$ cat config.mk
export PLATFORM = sky130hd
export DESIGN_NAME = wq_fetch
export DESIGN_NICKNAME = d
export VERILOG_FILES = /design/src/rtl/mhsa_mem_pkg.sv /design/src/rtl/wq_fetch_fifo.sv /design/src/rtl/wq_fetch.sv
export SDC_FILE = /design/constraint.sdc
export NUM_CORES = 1
export LEC_CHECK = 0
export CORE_ASPECT_RATIO = 0.8
export CORE_MARGIN = 2
export CORE_UTILIZATION = 60
export DETAILED_ROUTE_END_ITERATION = 16
export PLACE_DENSITY = 0.86
export SLEW_MARGIN = 20
export SYNTH_ARGS = -nofsm -noshare
export SYNTH_HDL_FRONTEND = slang
export SYNTH_HIERARCHICAL = 1
export SYNTH_SLANG_ARGS = --single-unit
$ cat constraint.sdc
create_clock -name clk -period 13.62 [get_ports clk]
set_clock_uncertainty 0.1 [all_clocks]
set_input_delay 1.362 -clock clk [delete_from_list [all_inputs] [get_ports clk]]
set_output_delay 1.362 -clock clk [all_outputs]
set_load 0.01 [all_outputs]
$ cat src/rtl/mhsa_mem_pkg.sv
// ---- mhsa_mem_pkg : shared types/constants for weight-memory access ---- rev 1.0
`default_nettype none

package mhsa_mem_pkg;

  localparam int WEIGHT_WORD_W = 64;
  localparam int WEIGHT_SIZE   = 2048;
  localparam int ROW_WORDS     = 16;

  typedef enum logic [1:0] {
    IDLE  = 2'd0,
    FETCH = 2'd1,
    DRAIN = 2'd2,
    DONE  = 2'd3
  } fetch_state_e;

endpackage

`default_nettype wire

$ cat src/rtl/wq_fetch_fifo.sv
// ---- wq_fetch_fifo : read-data buffer, same-cycle push/pop, exposes count ---- rev 1.0
`default_nettype none

module wq_fetch_fifo #(
  parameter int WIDTH = 65,
  parameter int DEPTH = 4
) (
  input  logic                     clk,
  input  logic                     rst_n,
  input  logic                     push,
  input  logic [WIDTH-1:0]         push_data,
  input  logic                     pop,
  output logic [WIDTH-1:0]         head,
  output logic [$clog2(DEPTH):0]   count,
  output logic                     empty
);

  localparam int PTR_W = $clog2(DEPTH);
  localparam int CNT_W = PTR_W + 1;

  logic [WIDTH-1:0] storage [DEPTH];
  logic [PTR_W-1:0] wr_ptr;
  logic [PTR_W-1:0] rd_ptr;

  // Storage is cleared too so the head reads as zero straight out of reset.
  always_ff @(posedge clk) begin
    if (!rst_n) begin
      wr_ptr <= '0;
      rd_ptr <= '0;
      count  <= '0;
      for (int i = 0; i < DEPTH; i++) begin
        storage[i] <= '0;
      end
    end else begin
      if (push) begin
        storage[wr_ptr] <= push_data;
        wr_ptr          <= wr_ptr + PTR_W'(1);
      end
      if (pop) begin
        rd_ptr <= rd_ptr + PTR_W'(1);
      end
      case ({push, pop})
        2'b10:   count <= count + CNT_W'(1);
        2'b01:   count <= count - CNT_W'(1);
        default: count <= count;
      endcase
    end
  end

  assign head  = storage[rd_ptr];
  assign empty = (count == '0);

endmodule

`default_nettype wire

$ cat src/rtl/wq_fetch.sv
// ---- wq_fetch : weight-memory read initiator -> valid/ready word stream ---- rev 1.0
// Optional m_row_last output enabled by macro WQ_FETCH_ROW_LAST_EN.
`default_nettype none

module wq_fetch #(
  parameter int WIDTH      = mhsa_mem_pkg::WEIGHT_WORD_W,
  parameter int LEN_W      = 16,
  parameter int FIFO_DEPTH = 4,
  parameter int ROW_WORDS  = mhsa_mem_pkg::ROW_WORDS
) (
  input  logic             clk,
  input  logic             rst_n,
  input  logic             start,
  input  logic [31:0]      base_addr,
  input  logic [LEN_W-1:0] len,
  output logic             busy,
  output logic             done,
  output logic             mem_write_en,
  output logic [31:0]      mem_addr,
  input  logic [WIDTH-1:0] mem_rdata,
  output logic             m_valid,
  input  logic             m_ready,
  output logic [WIDTH-1:0] m_data,
`ifdef WQ_FETCH_ROW_LAST_EN
  output logic             m_row_last,
`endif
  output logic             m_last
);

  import mhsa_mem_pkg::*;

  localparam int CNT_W = $clog2(FIFO_DEPTH) + 1;

  if (FIFO_DEPTH < 2 || (FIFO_DEPTH & (FIFO_DEPTH - 1)) != 0) begin : g_depth_check
    $error("wq_fetch: FIFO_DEPTH must be a power of 2 and at least 2");
  end
  if (ROW_WORDS < 1) begin : g_row_check
    $error("wq_fetch: ROW_WORDS must be at least 1");
  end

  fetch_state_e     state;
  logic [31:0]      base_r;
  logic [31:0]      last_addr;
  logic [LEN_W-1:0] len_r;
  logic [LEN_W-1:0] issued;
  logic             pending;
  logic             pending_last;

  logic             pop;
  logic             fifo_empty;
  logic             head_last;
  logic [CNT_W-1:0] fifo_count;
  logic [CNT_W:0]   occupancy;
  logic             issue;
  logic             issue_last;

  // Words already buffered plus the one in flight, minus the one leaving now.
  assign pop        = !fifo_empty && m_ready;
  assign occupancy  = (CNT_W+1)'(fifo_count) + (CNT_W+1)'(pending) - (CNT_W+1)'(pop);
  assign issue      = (state == FETCH) && (occupancy < (CNT_W+1)'(FIFO_DEPTH));
  assign issue_last = (issued == len_r - LEN_W'(1));

  assign mem_write_en = 1'b0;
  assign mem_addr     = issue ? (base_r + 32'(issued)) : last_addr;

  always_ff @(posedge clk) begin
    if (!rst_n) begin
      state        <= IDLE;
      busy         <= 1'b0;
      done         <= 1'b0;
      base_r       <= '0;
      len_r        <= '0;
      issued       <= '0;
      last_addr    <= '0;
      pending      <= 1'b0;
      pending_last <= 1'b0;
    end else begin
      done         <= 1'b0;
      pending      <= issue;
      pending_last <= issue && issue_last;
      if (issue) begin
        last_addr <= mem_addr;
        issued    <= issued + LEN_W'(1);
      end
      case (state)
        IDLE: begin
          if (start) begin
            base_r <= base_addr;
            len_r  <= len;
            issued <= '0;
            busy   <= 1'b1;
            if (len == '0) begin
              state <= DONE;
              done  <= 1'b1;
            end else begin
              state <= FETCH;
            end
          end
        end
        FETCH: begin
          if (issue && issue_last) begin
            state <= DRAIN;
          end
        end
        DRAIN: begin
          // The tagged word can only reach the head after the last issue.
          if (pop && head_last) begin
            state <= DONE;
            done  <= 1'b1;
          end
        end
        DONE: begin
          state <= IDLE;
          busy  <= 1'b0;
        end
        default: state <= IDLE;
      endcase
    end
  end

  wq_fetch_fifo #(
    .WIDTH (WIDTH + 1),
    .DEPTH (FIFO_DEPTH)
  ) u_fifo (
    .clk       (clk),
    .rst_n     (rst_n),
    .push      (pending),
    .push_data ({pending_last, mem_rdata}),
    .pop       (pop),
    .head      ({head_last, m_data}),
    .count     (fifo_count),
    .empty     (fifo_empty)
  );

  assign m_valid = !fifo_empty;
  assign m_last  = m_valid && head_last;

`ifdef WQ_FETCH_ROW_LAST_EN
  localparam int ROW_W = (ROW_WORDS > 1) ? $clog2(ROW_WORDS) : 1;

  logic [ROW_W-1:0] row_idx;

  always_ff @(posedge clk) begin
    if (!rst_n) begin
      row_idx <= '0;
    end else if (state == IDLE && start) begin
      row_idx <= '0;
    end else if (pop) begin
      row_idx <= (row_idx == ROW_W'(ROW_WORDS - 1)) ? '0 : row_idx + ROW_W'(1);
    end
  end

  assign m_row_last = m_valid && (row_idx == ROW_W'(ROW_WORDS - 1));
`endif

endmodule

`default_nettype wire

==> flow_summary_export.csv <==
group,metric,value,unit
setup_path,critPathTopFamily,"simple AND/OR/NAND/NOR gates",
placement,hpwl,25100,um
clock_network,cts-buffers-inserted,37,
clock_network,clock-sinks,371,
synth,synth_cell_types,65,
synth,synth-edff-count,260,
synth,synth_area_leaders,"edfxtp_1 45%, dfxtp_1 13%, and2_1 8.5%",
sta,rsz0062_at_grt,"false",
setup_path,r2r_slack,9630,ps
setup_path,required,12160,ps
detailed_routing,vias,11400,
grt,antenna_found_initial,1,
sta,max-slew-margin-rel,0.309,
synth,yosysTopAreaCellShare,0.450,
cells_and_area,final_cell_mix,"260 x edfxtp_1, 236 x and2_1, 214 x clkdlybuf4s50_1, 164 x nand2_1, 108 x dfxtp_1",
detailed_routing,drc,0,
setup_path,cp_slowest_cell,"nor4_1",
detailed_routing,maxUsedRoutingLayer,"met4",
clock_network,cts_setup_buffers,0,
floorplanning,ios,217,
synth,async_reset_ff_frac,0,
setup_path,path_max_fanout,18,
clock_network,clk_pin_slew_worst_paths,60,ps
grt,grt_pass1_wl,62400,um
cells_and_area,layout_commonest_cell,"edfxtp_1",
hold_path,hold_path_class,"flip-flop to flip-flop",
floorplanning,fp.coreArea,0.0284,sq mm
floorplanning,start_util,0.611,
detailed_routing,wl_met3,2600,um
sta,maxSlewViolCount,0,
sta,max_slew.worst_pin.slew,1030,ps
detailed_routing,vias_per_cell,5.77,
power_and_ir_drop,p_clk_frac,0.296,
power_and_ir_drop,switching_share,0.291,
clock_network,htreeDepth,2,
power_and_ir_drop,combinationalPowerShare,0.262,
floorplanning,die_w,194,um
setup_path,end_kind,"primary output",
synth,postSynthNetCount,1546,
setup_path,critical_path_buf_inv_count,3,
power_and_ir_drop,leakage,0.00774,uW
hold_path,whs_endpoint,"base_r[0]",
hold_path,whs_path_depth,2,
power_and_ir_drop,intPower,2260,uW
grt,grt_pass1_vias,11500,
sta,final_hold_viol_count,0,
setup_path,path_cells,"clkdlybuf4s50_1 > nor2b_1 > ha_1 > inv_1 > ha_1 > and3b_1 > nor4_1 > o21a_2 > and3_1 > nand3_1 > nand3_1 > clkdlybuf4s50_1",
cells_and_area,fin_nets,1730,
placement,dp.cells,1917,
clock_network,cts_tree,"yes",
sta,period_share,0.468,
power_and_ir_drop,power_frac_seq,0.442,
setup_path,r2r_end,"issued[13]",
setup_path,ff2ff_path_depth,12,
setup_path,critPathLaunchType,"primary input",
synth,syn_avg_cell_area,12.4,sq um
floorplanning,die_h,156,um
power_and_ir_drop,ir_drop,0.000110,V
cells_and_area,drive_gt1_frac,0.0991,
synth,synth_top_area_cell,"edfxtp_1",
synth,ys_ff_latch,371,
detailed_routing,drt-met1-wl,16600,um
clock_network,insertion_delay,520,ps
setup_path,cp.arrival,4920,ps
grt,grt_max_degree,86,
detailed_routing,wl,39700,um
detailed_routing,first_pass_iters,5,
synth,ys.flop_type,"edfxtp_1",
hold_path,min_from,"base_r[0]",
floorplanning,die-area,0.0303,sq mm
synth,syn-cell-area,0.0173,sq mm
sta,setup_slack,7240,ps
synth,ys_seq_area_frac,0.579,
sta,setup_viol,0,
flow_run,cap_violations,0,
synth,syn_inst,1402,
sta,period_needed,6380,ps
detailed_routing,wl_met2,19700,um
cells_and_area,synthToLayoutAreaGrowth,19.3,%
sta,max_freq,0.157,GHz
synth,ys_warn_count,6,
outcome,outcome,"finished clean",
placement,pre_cts_ws,7270,ps
power_and_ir_drop,totalPowerFinal,3190,uW
cells_and_area,instances_no_fill,1985,
detailed_routing,drtAntennaViolNets,0,
floorplanning,num_rows,55,
placement,port_buffers,215,
clock_network,cts_resized,0,
setup_path,max_stage_delay,540,ps
power_and_ir_drop,power_density,154,mW/mm^2
detailed_routing,wire_per_inst,20.0,um
clock_network,clock-root-buffer,"clkbuf_16",
clock_network,clk_path_buf_depth,3,
grt,grt_overflow,0,
cells_and_area,fill_cells,1853,
setup_path,path_class,"primary input to primary output",
clock_network,postCtsHoldBufs,0,
sta,setup-tns-final,0,ps
grt,grt_use_total,0.262,
power_and_ir_drop,power.switching,928,uW
setup_path,rr_startpoint,"u_fifo/count[2]",
placement,gp_congestion,0.880,
detailed_routing,drtIter0Drc,959,
[registers in the layout, indices dropped and copies added (netlist names), 2 cells and up, named ones only]
register and flops:
base_r 32, issued 16, last_addr 32, len_r 16, state 2, u_fifo/count 3
u_fifo/rd_ptr 2, u_fifo/storage 260, u_fifo/wr_ptr 2
[layout make-up]
type	count	area, sq um	share of cell area
sequential	371	10000	0.485
multi-input combinational	921	6720	0.325
antenna	1	2.50	0.000121
inverter	27	101	0.00490
clock buffer	50	1010	0.0491
timing repair buffer	228	2250	0.109
tap	370	463	0.0224
clock inverter	17	93.8	0.00454
[cell families after synthesis]
kind of cell,count (synthesis),synth area share
flip-flops,371,0.579
other,1,0.000216
buffers and inverters,110,0.0375
AO/OA/AOI/OAI,168,0.0585
AND/OR/NAND/NOR,592,0.186
multiplexers,68,0.0862
XOR/XNOR,64,0.0323
adder cells (fa/ha/maj),28,0.0211
[metrics by stage]
step	utilization	area (sq um)	hold slack, ps
after detailed placement	0.690	19600	352
after global routing	0.729	20700	381
after global placement	0.690	19600	347
after CTS	0.729	20700	363
after floorplan	-	17300	340
final	0.730	20700	363
[worst min-delay path, cell delays in order (launching register included)]
cell and delay [ps]:
dfxtp_1 310, nand2_1 50, a21oi_1 50
[power by group through the flow]
stage / clock [uW] / combinational [uW] / sequential (uW)
global route: 1000 / 904 / 1420
floorplan: 0 / 549 / 1400
detailed placement: 0 / 836 / 1430
finish: 944 / 837 / 1410
CTS: 956 / 843 / 1410
global placement: 0 / 820 / 1430
[per-layer routing]
layer	GRT usage	up-vias
met3	0.0385	47
met5	0	-
met1	0.362	5586
li1	-	5411
met2	0.444	402
met4	0.0628	0
[cells in the mapped netlist (6+ instances only)]
library cell,count
edfxtp_1,260
and2_1,236
nand2_1,165
dfxtp_1,111
and3_1,75
a21oi_1,72
mux4_2,65
clkbuf_1,45
nor2_1,38
xor2_1,36
o21ai_0,32
xnor2_1,28
inv_1,27
ha_1,26
buf_6,17
nand3_1,17
nor4_1,11
nor3_1,10
o21ai_1,10
a31oi_1,9
buf_2,8
nand4_1,8
a211oi_1,6
or3_1,6
[worst max-delay path by stage]
stage               startpoint              endpoint  slack [ps]  cells past startpoint
global placement       m_ready          mem_addr[14]        7360                     12
CTS                    m_ready          mem_addr[14]        7260                     12
global route           m_ready          mem_addr[14]        7020                     12
detailed placement     m_ready          mem_addr[14]        7270                     12
finish                 m_ready          mem_addr[14]        7240                     12
floorplan              pending  u_fifo/storage[1][0]        7820                      2
(Power assumes the default switching activity.)
